### src/rtl/mem_port_arbiter_if.sv
// ============================================================================
// Module      : mem_port_arbiter_if
// Description : Fetch, data and RAM-side signals of the shared 16-bit RAM port.
// Revision    : 1.0  initial release
// ============================================================================
`default_nettype none

interface mem_port_arbiter_if #(
    parameter int ADDR_W = 18
);
    logic              if_req;
    logic [ADDR_W-1:0] if_addr;
    logic [31:0]       if_rdata;
    logic              if_ready;
    logic              if_stall;
    logic              mem_req;
    logic              mem_rw;
    logic [ADDR_W-1:0] mem_addr;
    logic [31:0]       mem_wdata;
    logic [31:0]       mem_rdata;
    logic              mem_ready;
    logic              mem_stall;
    logic [ADDR_W-1:0] ram_addr;
    logic              ram_we_n;
    logic [15:0]       ram_wdata;
    logic [15:0]       ram_rdata;
    logic              busy;

    // Requesters and the RAM device
    modport master (
        output if_req, if_addr, mem_req, mem_rw, mem_addr, mem_wdata, ram_rdata,
        input  if_rdata, if_ready, if_stall, mem_rdata, mem_ready, mem_stall,
               ram_addr, ram_we_n, ram_wdata, busy
    );

    // The arbiter
    modport slave (
        input  if_req, if_addr, mem_req, mem_rw, mem_addr, mem_wdata, ram_rdata,
        output if_rdata, if_ready, if_stall, mem_rdata, mem_ready, mem_stall,
               ram_addr, ram_we_n, ram_wdata, busy
    );
endinterface

`default_nettype wire

### src/rtl/mem_port_arbiter.sv
// ============================================================================
// Module      : mem_port_arbiter
// Description : Shares one 16-bit RAM port between fetch and memory stage,
//               moving each 32-bit word as high half then low half.
// Revision    : 1.0  initial release
// ============================================================================
`default_nettype none

module mem_port_arbiter #(
    parameter int ADDR_W = 18
) (
    input  logic              clock,
    input  logic              reset,
    mem_port_arbiter_if.slave bus
);
    localparam logic [ADDR_W-1:0] c_HALF_SEL = ADDR_W'(1);

    typedef enum logic [1:0] {
        ST_IDLE = 2'd0,
        ST_HI   = 2'd1,
        ST_LO   = 2'd2
    } state_t;

    typedef enum logic {
        GNT_FETCH = 1'b0,
        GNT_MEM   = 1'b1
    } gnt_t;

    state_t      r_state;
    gnt_t        r_gnt;
    logic [15:0] r_hi_q;

    logic              w_is_mem;
    logic              w_write;
    logic              w_active;
    logic              w_lo;
    logic [ADDR_W-1:0] w_addr;

    // Reset gates the port so an aborted transfer issues no ready or write.
    always_comb begin
        w_is_mem = (r_gnt == GNT_MEM);
        w_addr   = w_is_mem ? bus.mem_addr : bus.if_addr;
        w_write  = w_is_mem & bus.mem_rw;
        w_active = ~reset & (r_state != ST_IDLE);
        w_lo     = ~reset & (r_state == ST_LO);
    end

    assign bus.ram_addr  = w_active ? ((w_addr & ~c_HALF_SEL) | (w_lo ? c_HALF_SEL : '0))
                                    : '0;
    assign bus.ram_we_n  = ~(w_active & w_write);
    assign bus.ram_wdata = (r_state == ST_LO) ? bus.mem_wdata[15:0] : bus.mem_wdata[31:16];

    assign bus.if_ready  = w_lo & ~w_is_mem;
    assign bus.mem_ready = w_lo & w_is_mem;
    assign bus.if_stall  = bus.if_req & ~bus.if_ready;
    assign bus.mem_stall = bus.mem_req & ~bus.mem_ready;
    assign bus.if_rdata  = {r_hi_q, bus.ram_rdata};
    assign bus.mem_rdata = {r_hi_q, bus.ram_rdata};
    assign bus.busy      = (r_state != ST_IDLE);

    always_ff @(posedge clock) begin
        if (reset) begin
            r_state <= ST_IDLE;
            r_gnt   <= GNT_MEM;
            r_hi_q  <= '0;
        end else begin
            case (r_state)
                ST_IDLE: begin
                    if (bus.mem_req) begin
                        r_state <= ST_HI;
                        r_gnt   <= GNT_MEM;
                    end else if (bus.if_req) begin
                        r_state <= ST_HI;
                        r_gnt   <= GNT_FETCH;
                    end
                end
                ST_HI: begin
                    if (!w_write) begin
                        r_hi_q <= bus.ram_rdata;
                    end
                    r_state <= ST_LO;
                end
                ST_LO: begin
                    // Hand over to the other requester without an idle cycle.
                    if (w_is_mem && bus.if_req) begin
                        r_state <= ST_HI;
                        r_gnt   <= GNT_FETCH;
                    end else if (!w_is_mem && bus.mem_req) begin
                        r_state <= ST_HI;
                        r_gnt   <= GNT_MEM;
                    end else begin
                        r_state <= ST_IDLE;
                    end
                end
                default: r_state <= ST_IDLE;
            endcase
        end
    end
endmodule

`default_nettype wire
### src/flat_wrapper.sv
// flat-port wrapper written by rule: the top's interface ports become plain ports
module mem_port_arbiter_flat 
#(
    parameter int ADDR_W = 18
)
  (clock, reset, bus_if_req, bus_if_addr, bus_mem_req, bus_mem_rw, bus_mem_addr, bus_mem_wdata, bus_ram_rdata, bus_if_rdata, bus_if_ready, bus_if_stall, bus_mem_rdata, bus_mem_ready, bus_mem_stall, bus_ram_addr, bus_ram_we_n, bus_ram_wdata, bus_busy);
  mem_port_arbiter_if #(.ADDR_W(ADDR_W)) bus_i ();
  input  logic clock;
  input  logic reset;
  input wire logic [$bits(bus_i.if_req)-1:0] bus_if_req;
  input wire logic [$bits(bus_i.if_addr)-1:0] bus_if_addr;
  input wire logic [$bits(bus_i.mem_req)-1:0] bus_mem_req;
  input wire logic [$bits(bus_i.mem_rw)-1:0] bus_mem_rw;
  input wire logic [$bits(bus_i.mem_addr)-1:0] bus_mem_addr;
  input wire logic [$bits(bus_i.mem_wdata)-1:0] bus_mem_wdata;
  input wire logic [$bits(bus_i.ram_rdata)-1:0] bus_ram_rdata;
  output wire logic [$bits(bus_i.if_rdata)-1:0] bus_if_rdata;
  output wire logic [$bits(bus_i.if_ready)-1:0] bus_if_ready;
  output wire logic [$bits(bus_i.if_stall)-1:0] bus_if_stall;
  output wire logic [$bits(bus_i.mem_rdata)-1:0] bus_mem_rdata;
  output wire logic [$bits(bus_i.mem_ready)-1:0] bus_mem_ready;
  output wire logic [$bits(bus_i.mem_stall)-1:0] bus_mem_stall;
  output wire logic [$bits(bus_i.ram_addr)-1:0] bus_ram_addr;
  output wire logic [$bits(bus_i.ram_we_n)-1:0] bus_ram_we_n;
  output wire logic [$bits(bus_i.ram_wdata)-1:0] bus_ram_wdata;
  output wire logic [$bits(bus_i.busy)-1:0] bus_busy;
  assign bus_i.if_req = bus_if_req;
  assign bus_i.if_addr = bus_if_addr;
  assign bus_i.mem_req = bus_mem_req;
  assign bus_i.mem_rw = bus_mem_rw;
  assign bus_i.mem_addr = bus_mem_addr;
  assign bus_i.mem_wdata = bus_mem_wdata;
  assign bus_i.ram_rdata = bus_ram_rdata;
  assign bus_if_rdata = bus_i.if_rdata;
  assign bus_if_ready = bus_i.if_ready;
  assign bus_if_stall = bus_i.if_stall;
  assign bus_mem_rdata = bus_i.mem_rdata;
  assign bus_mem_ready = bus_i.mem_ready;
  assign bus_mem_stall = bus_i.mem_stall;
  assign bus_ram_addr = bus_i.ram_addr;
  assign bus_ram_we_n = bus_i.ram_we_n;
  assign bus_ram_wdata = bus_i.ram_wdata;
  assign bus_busy = bus_i.busy;
  mem_port_arbiter #(.ADDR_W(ADDR_W)) u_core (.clock(clock), .reset(reset), .bus(bus_i));
endmodule
### config.mk
export PLATFORM = sky130hd
export DESIGN_NAME = mem_port_arbiter_flat
export DESIGN_NICKNAME = d
export VERILOG_FILES = /design/src/rtl/mem_port_arbiter_if.sv /design/src/rtl/mem_port_arbiter.sv /design/src/flat_wrapper.sv
export SDC_FILE = /design/constraint.sdc
export NUM_CORES = 1
export LEC_CHECK = 0
export BUFFER_PORTS_ARGS = -buffer_cell sky130_fd_sc_hd__buf_2
export CORE_AREA = 2 2 74 76
export DETAILED_ROUTE_END_ITERATION = 6
export DIE_AREA = 0 0 76 78
export GPL_TIMING_DRIVEN = 0
export PLACE_DENSITY = 0.79
export SYNTH_ARGS = -nofsm -noshare
export SYNTH_HDL_FRONTEND = slang
export SYNTH_SLANG_ARGS = --single-unit
### constraint.sdc
create_clock -name clock -period 3.7 [get_ports clock]
set_input_delay 0.74 -clock clock [delete_from_list [all_inputs] [get_ports clock]]
set_output_delay 0.74 -clock clock [all_outputs]
set_load 0.005 [all_outputs]
==> reports/results.ini, run 1 <==
[clock_tree]
cts_buffer_depth=2
htree_levels=1
cts_num_sinks=19
cts_made_buffers=3
clk-insertion-delay-late_ps=250
cts_tree=done
ctsResizeCount=0
cts-root-buf=clkbuf_8
cts_setup_buffers=0
clk_pin_slew_ps=70
holdBufCountCts=0

[global_route]
grt_first_pass_wirelength_mm=7.91
groute.usage.overall_pct=15.6
met1_usage_pct=17.2
grt_pass1_vias=1793
antenna_found_initial=0
use_met3_pct=2.44
grt_max_degree=11
top_usage_layer=met2
use_met2_pct=31.0
grt_overflow=0

[floorplan]
row_count=26
core_mm2=0.00504
die_area_mm2=0.00593
io_pins=193
die_w_um=76
die_height_um=78
start_util_pct=35.5

[route]
vias_per_cell=4.18
drt_wl_total_mm=5.09
dr_total_vias=1917
drt_iter0_markers=29
ant_nets=0
detail_route.first_pass.iterations=4
wire_per_inst_um=11.1
route.detailed.drc=0

[sta]
fin_tns_setup_ps=0
period_share_pct=65.4
worst_slew_pin_slew_ps=383
relSlewSlack_pct=74.4
finClkSkew_ps=1.14
fmax_mhz=413
slew_violations=0
post-route-min-period_ps=2420
setup_viol_count_final=0
rsz0062_at_grt=no
hold_viol_final=0

[pwr]
power.density_mw_per_mm2=222
p_int_mw=0.458
swShare_pct=28.0
ir_drop_uv=113
total_power_mw=0.636
clockPowerShare_pct=22.4
power_frac_comb_pct=42.1
p_leak_nw=1.74
seqPwrFrac_pct=35.5
p_switching_mw=0.178

[critical_path]
crit_top_cell=buf_2
r2r-end=u_core.r_hi_q[2]
cpPeakStageDelay_ps=280
crit_path_end_kind=output port
crit_slowest_cell=o21bai_2
endpoint=bus_ram_addr[9]
critPathArrivalTime_ps=1680
cp-start-kind=primary input
crit_path_max_fanout=10
cp_cell_sequence=buf_2 -> o21bai_2 -> buf_2 -> nor2_1 -> buf_2
worst_ep_required_time_ps=2960
r2r_cells=4
crit_start=reset
critPathKind=in -> out
r2r-start=u_core.r_state[0]
r2r_slack_ps=2370

[synthesis]
ys_ff_latch=19
avgSynthCellArea_um2=9.12
synthFlopType=dfxtp_1
ys_async_sr_fraction_pct=0
syn_area_mm2=0.00179
syn_nets=285
ys.warnings.count=0
synth_edf_count=0
yosysSeqAreaShare_pct=21.3
ys_types=24
synth_cells=196

[placed_design]
hpwl_mm=4.47
dp_cells=455
gp_congestion=0.771
port_buffers=189

[status]
status=finished clean

[final_layout]
fill_cells=475
drive_above_1_share_pct=68.9
n_antenna_cell=0
nNetsFinal=479
finalNonFillerCells=459
area_growth_pct=60.3

[min_path]
hold_class=reg -> reg

[job]
drv_cap=0

final cells by class:
type	count	area, um2	area share, %
plain buffers	59	457	15.9
repair buffers	189	946	33.0
multi-input cells	116	943	32.9
well taps	70	87.6	3.06
flip-flops and latches	19	380	13.3
clock buffers	4	45.0	1.57
inverters	2	7.51	0.262
power by group through the flow:
stage	Combinational [mW]	Sequential, mW	Clock, mW
after floorplan	0.148	0.230	0
after global placement	0.266	0.230	0
after detailed placement	0.271	0.231	0
after CTS	0.272	0.226	0.150
after global routing	0.294	0.227	0.154
final	0.268	0.226	0.142
through the flow:
| step | cell area (um2) | hold WS (ps) | worst slack [ps] | utilization, % |
|---|---|---|---|---|
| floorplan | 1790 | 478 | 1530 | - |
| global placement | 2820 | 473 | 1270 | 56.0 |
| detailed placement | 2820 | 480 | 1250 | 56.0 |
| CTS | 2870 | 490 | 1260 | 56.8 |
| global route | 2870 | 518 | 1180 | 56.8 |
| finish | 2870 | 485 | 1280 | 56.8 |
critical path: cells and delay by family:
family,cells,cell delay [ps]
buffers and inverters,3,500
AO/OA/AOI/OAI,1,280
AND/OR/NAND/NOR,1,150
cells in the final DEF, fill, tap and decap left out, types with 2 or more instances in the layout:
| cell | instances |
|---|---|
| buf_12 | 2 |
| buf_2 | 192 |
| buf_4 | 49 |
| buf_6 | 2 |
| clkbuf_1 | 4 |
| clkbuf_8 | 3 |
| dfxtp_1 | 19 |
| inv_1 | 2 |
| mux2_2 | 7 |
| mux2_4 | 9 |
| mux2i_1 | 34 |
| nand2b_1 | 33 |
| nor2_1 | 20 |
| nor2b_1 | 2 |
layer usage:
metal  part of all wire [%]  vias up
met2                     55      103
met5                      0        -
met3                    8.1        2
met4                   0.47        0
met1                     36      834
li1                       -      978
Yosys cell counts, types with 2 or more instances:
master    number  share of area (%)
buf_4         49                 21
nor2_1        20                4.2
buf_6          2                1.3
buf_2          3               0.84
dfxtp_1       19                 21
nand2b_1      33                 12
mux2_4         9                7.6
nor2b_1        2               0.70
mux2_2         7                4.4
inv_1          2               0.42
clkbuf_1       3               0.63
buf_12         2                2.2
mux2i_1       34                 19
kinds of logic (layout without fill, tap and decap cells):
family                 after synthesis  after routing  share of synthesized area [%]
AOI/OAI and AO/OA                    5              5                           3.01
buffers and inverters               61            254                           26.0
DFF                                 19             19                           21.3
muxes                               50             50                           31.0
and+or+nand+nor                     61             61                           18.8
worst min-delay path by stage:
stage | start | end | slack, ps | cells after the start
after global routing | u_core.r_hi_q[7] | u_core.r_hi_q[7] | 520 | 2
after CTS | u_core.r_hi_q[13] | u_core.r_hi_q[13] | 490 | 2
after floorplan | u_core.r_hi_q[10] | u_core.r_hi_q[10] | 480 | 2
after detailed placement | u_core.r_hi_q[13] | u_core.r_hi_q[13] | 480 | 2
after global placement | u_core.r_hi_q[15] | u_core.r_hi_q[15] | 470 | 2
final | u_core.r_hi_q[13] | u_core.r_hi_q[13] | 490 | 2
registers in the layout, summed over array words and instances (netlist names):
register	count
u_core.r_gnt	1
u_core.r_state	2
u_core.r_hi_q	16
Note: power is estimated with default switching activity, not from simulation.
==> run 2: changes to the inputs <==
CORE_AREA = not set   (was 2 2 74 76)
CORE_ASPECT_RATIO = 0.9   (was not set)
CORE_MARGIN = 2   (was not set)
CORE_UTILIZATION = 32   (was not set)
DIE_AREA = not set   (was 0 0 76 78)
PLACE_DENSITY = 0.76   (was 0.79)
clock period = 2.2 ns   (was 3.7 ns; I/O delays follow)
==> reports/results.ini, run 2 (synthesis results as in run 1) <==
[status]
status=finished clean

[sta]
finClkSkew_ps=1.02
period_share_pct=93.6
post-route-min-period_ps=2060
worst_slew_pin_slew_ps=373
rsz0062_at_grt=no
fmax_mhz=486
slew_violations=0
setup_viol_count_final=0
fin_tns_setup_ps=0
relSlewSlack_pct=75.1
hold_viol_final=0

[final_layout]
nNetsFinal=479
largest_register=u_core.r_hi_q
largest_reg_flops=16
drive_above_1_share_pct=68.9
reg.largest.list=u_core.r_hi_q (16), u_core.r_state (2), u_core.r_gnt (1)
final_common_cell=buf_2
n_antenna_cell=0
final_cell_mix=192 x buf_2, 49 x buf_4, 34 x mux2i_1
area_growth_pct=60.1

[critical_path]
critPathKind=reg -> out
r2r-end=u_core.r_hi_q[0]
crit_path_end_kind=output port
r2r_slack_ps=880
r2r-start=u_core.r_state[0]
cpPeakStageDelay_ps=460
cp_cell_sequence=nand2b_1 -> buf_6 -> buf_12 -> mux2_4 -> buf_2
worst_ep_required_time_ps=1760
critPathTopFamily=flip-flops
cp-start-kind=flip-flop
crit_slowest_cell=dfxtp_1
critPathArrivalTime_ps=1620
cp_num_buf_inv=3
r2r_cells=4
crit_path_max_fanout=10

[clock_tree]
cts-root-buf=clkbuf_8
clk_pin_slew_ps=70
htree_levels=1
cts_setup_buffers=0
ctsResizeCount=0
holdBufCountCts=0
cts_made_buffers=3
cts_buffer_depth=2
cts_tree=done
clk-insertion-delay-late_ps=250
cts_num_sinks=19

[route]
wl_met1_mm=2.11
wire_per_inst_um=12.0
wl_met3_um=548
route.detailed.drc=0
wl_met2_mm=2.81
top_layer_used=met4
ant_nets=0
drt_wl_total_mm=5.47
dr_total_vias=1935
drt_iter0_markers=31
detail_route.first_pass.iterations=4
vias_per_cell=4.24

[floorplan]
core_mm2=0.00532
die_area_mm2=0.00620
io_pins=193
die_height_um=74.9
start_util_pct=33.6
row_count=25
die_w_um=82.8

[min_path]
hold_end=u_core.r_hi_q[9]
hold_class=in -> reg
hold_start=bus_ram_rdata[9]
holdPathStages=3

[placed_design]
gp_congestion=0.698
hpwl_mm=4.66
port_buffers=189

[pwr]
p_leak_nw=1.74
power.density_mw_per_mm2=375
ir_drop_uv=193
total_power_mw=1.07

[global_route]
antenna_found_initial=0
grt_max_degree=11
groute.usage.overall_pct=14.7
grt_first_pass_wirelength_mm=7.15
grt_overflow=0
grt_pass1_vias=1573

[job]
drv_cap=0

-- run 2: cell counts in the layout (fill, tap and decap cells not counted) --
No cell type changed its count.
-- run 2: worst max path at each step --
stage / startpoint / end / slack, ps / cells past startpoint
2_1_floorplan: u_core.r_state[0] / bus_ram_wdata[10] / 630 / 4
3_3_place_gp: reset / bus_ram_addr[9] / 390 / 5
3_5_place_dp: reset / bus_ram_addr[10] / 380 / 5
4_1_cts: u_core.r_state[0] / bus_ram_wdata[8] / 120 / 5
5_1_grt: u_core.r_state[0] / bus_ram_wdata[9] / 60 / 5
6_report: u_core.r_state[0] / bus_ram_wdata[8] / 140 / 5
-- run 2: layout make-up --
cell class	instances	area [um2]
Multi-Input combinational cell	116	943
Inverter	2	7.51
Buffer	59	457
Tap cell	67	83.8
Timing Repair Buffer	189	946
Fill cell	514	2450
Sequential cell	19	380
Clock buffer	4	45.0
-- run 2: power by group --
group	internal [mW]	switching, mW
Combinational	0.278	0.176
Clock	0.128	0.108
Sequential	0.364	0.0178
-- run 2: through the flow --
stage                     cell area [um2]  instances  worst slack [ps]  util, %  hold WS, ps
final                                2860        456               141     53.8          462
after global placement               2820        452               395     53.0          474
after floorplan                      1790        196               630        -          478
after CTS                            2860        456               118     53.8          454
after global routing                 2860        456              59.3     53.8          461
after detailed placement             2820        452               385     53.0          484
-- run 2: worst register-to-register path: stages, from the launching register on --
cell and delay (ps):
dfxtp_1 460, nand2b_4 90, a21oi_4 320, buf_12 200, mux2i_1 180
-- run 2: layer usage --
metal | GRT usage [%] | vias up
li1 | - | 975
met1 | 17.4 | 859
met2 | 28.2 | 99
met3 | 3.24 | 2
met4 | 1.09 | 0
met5 | 0 | -
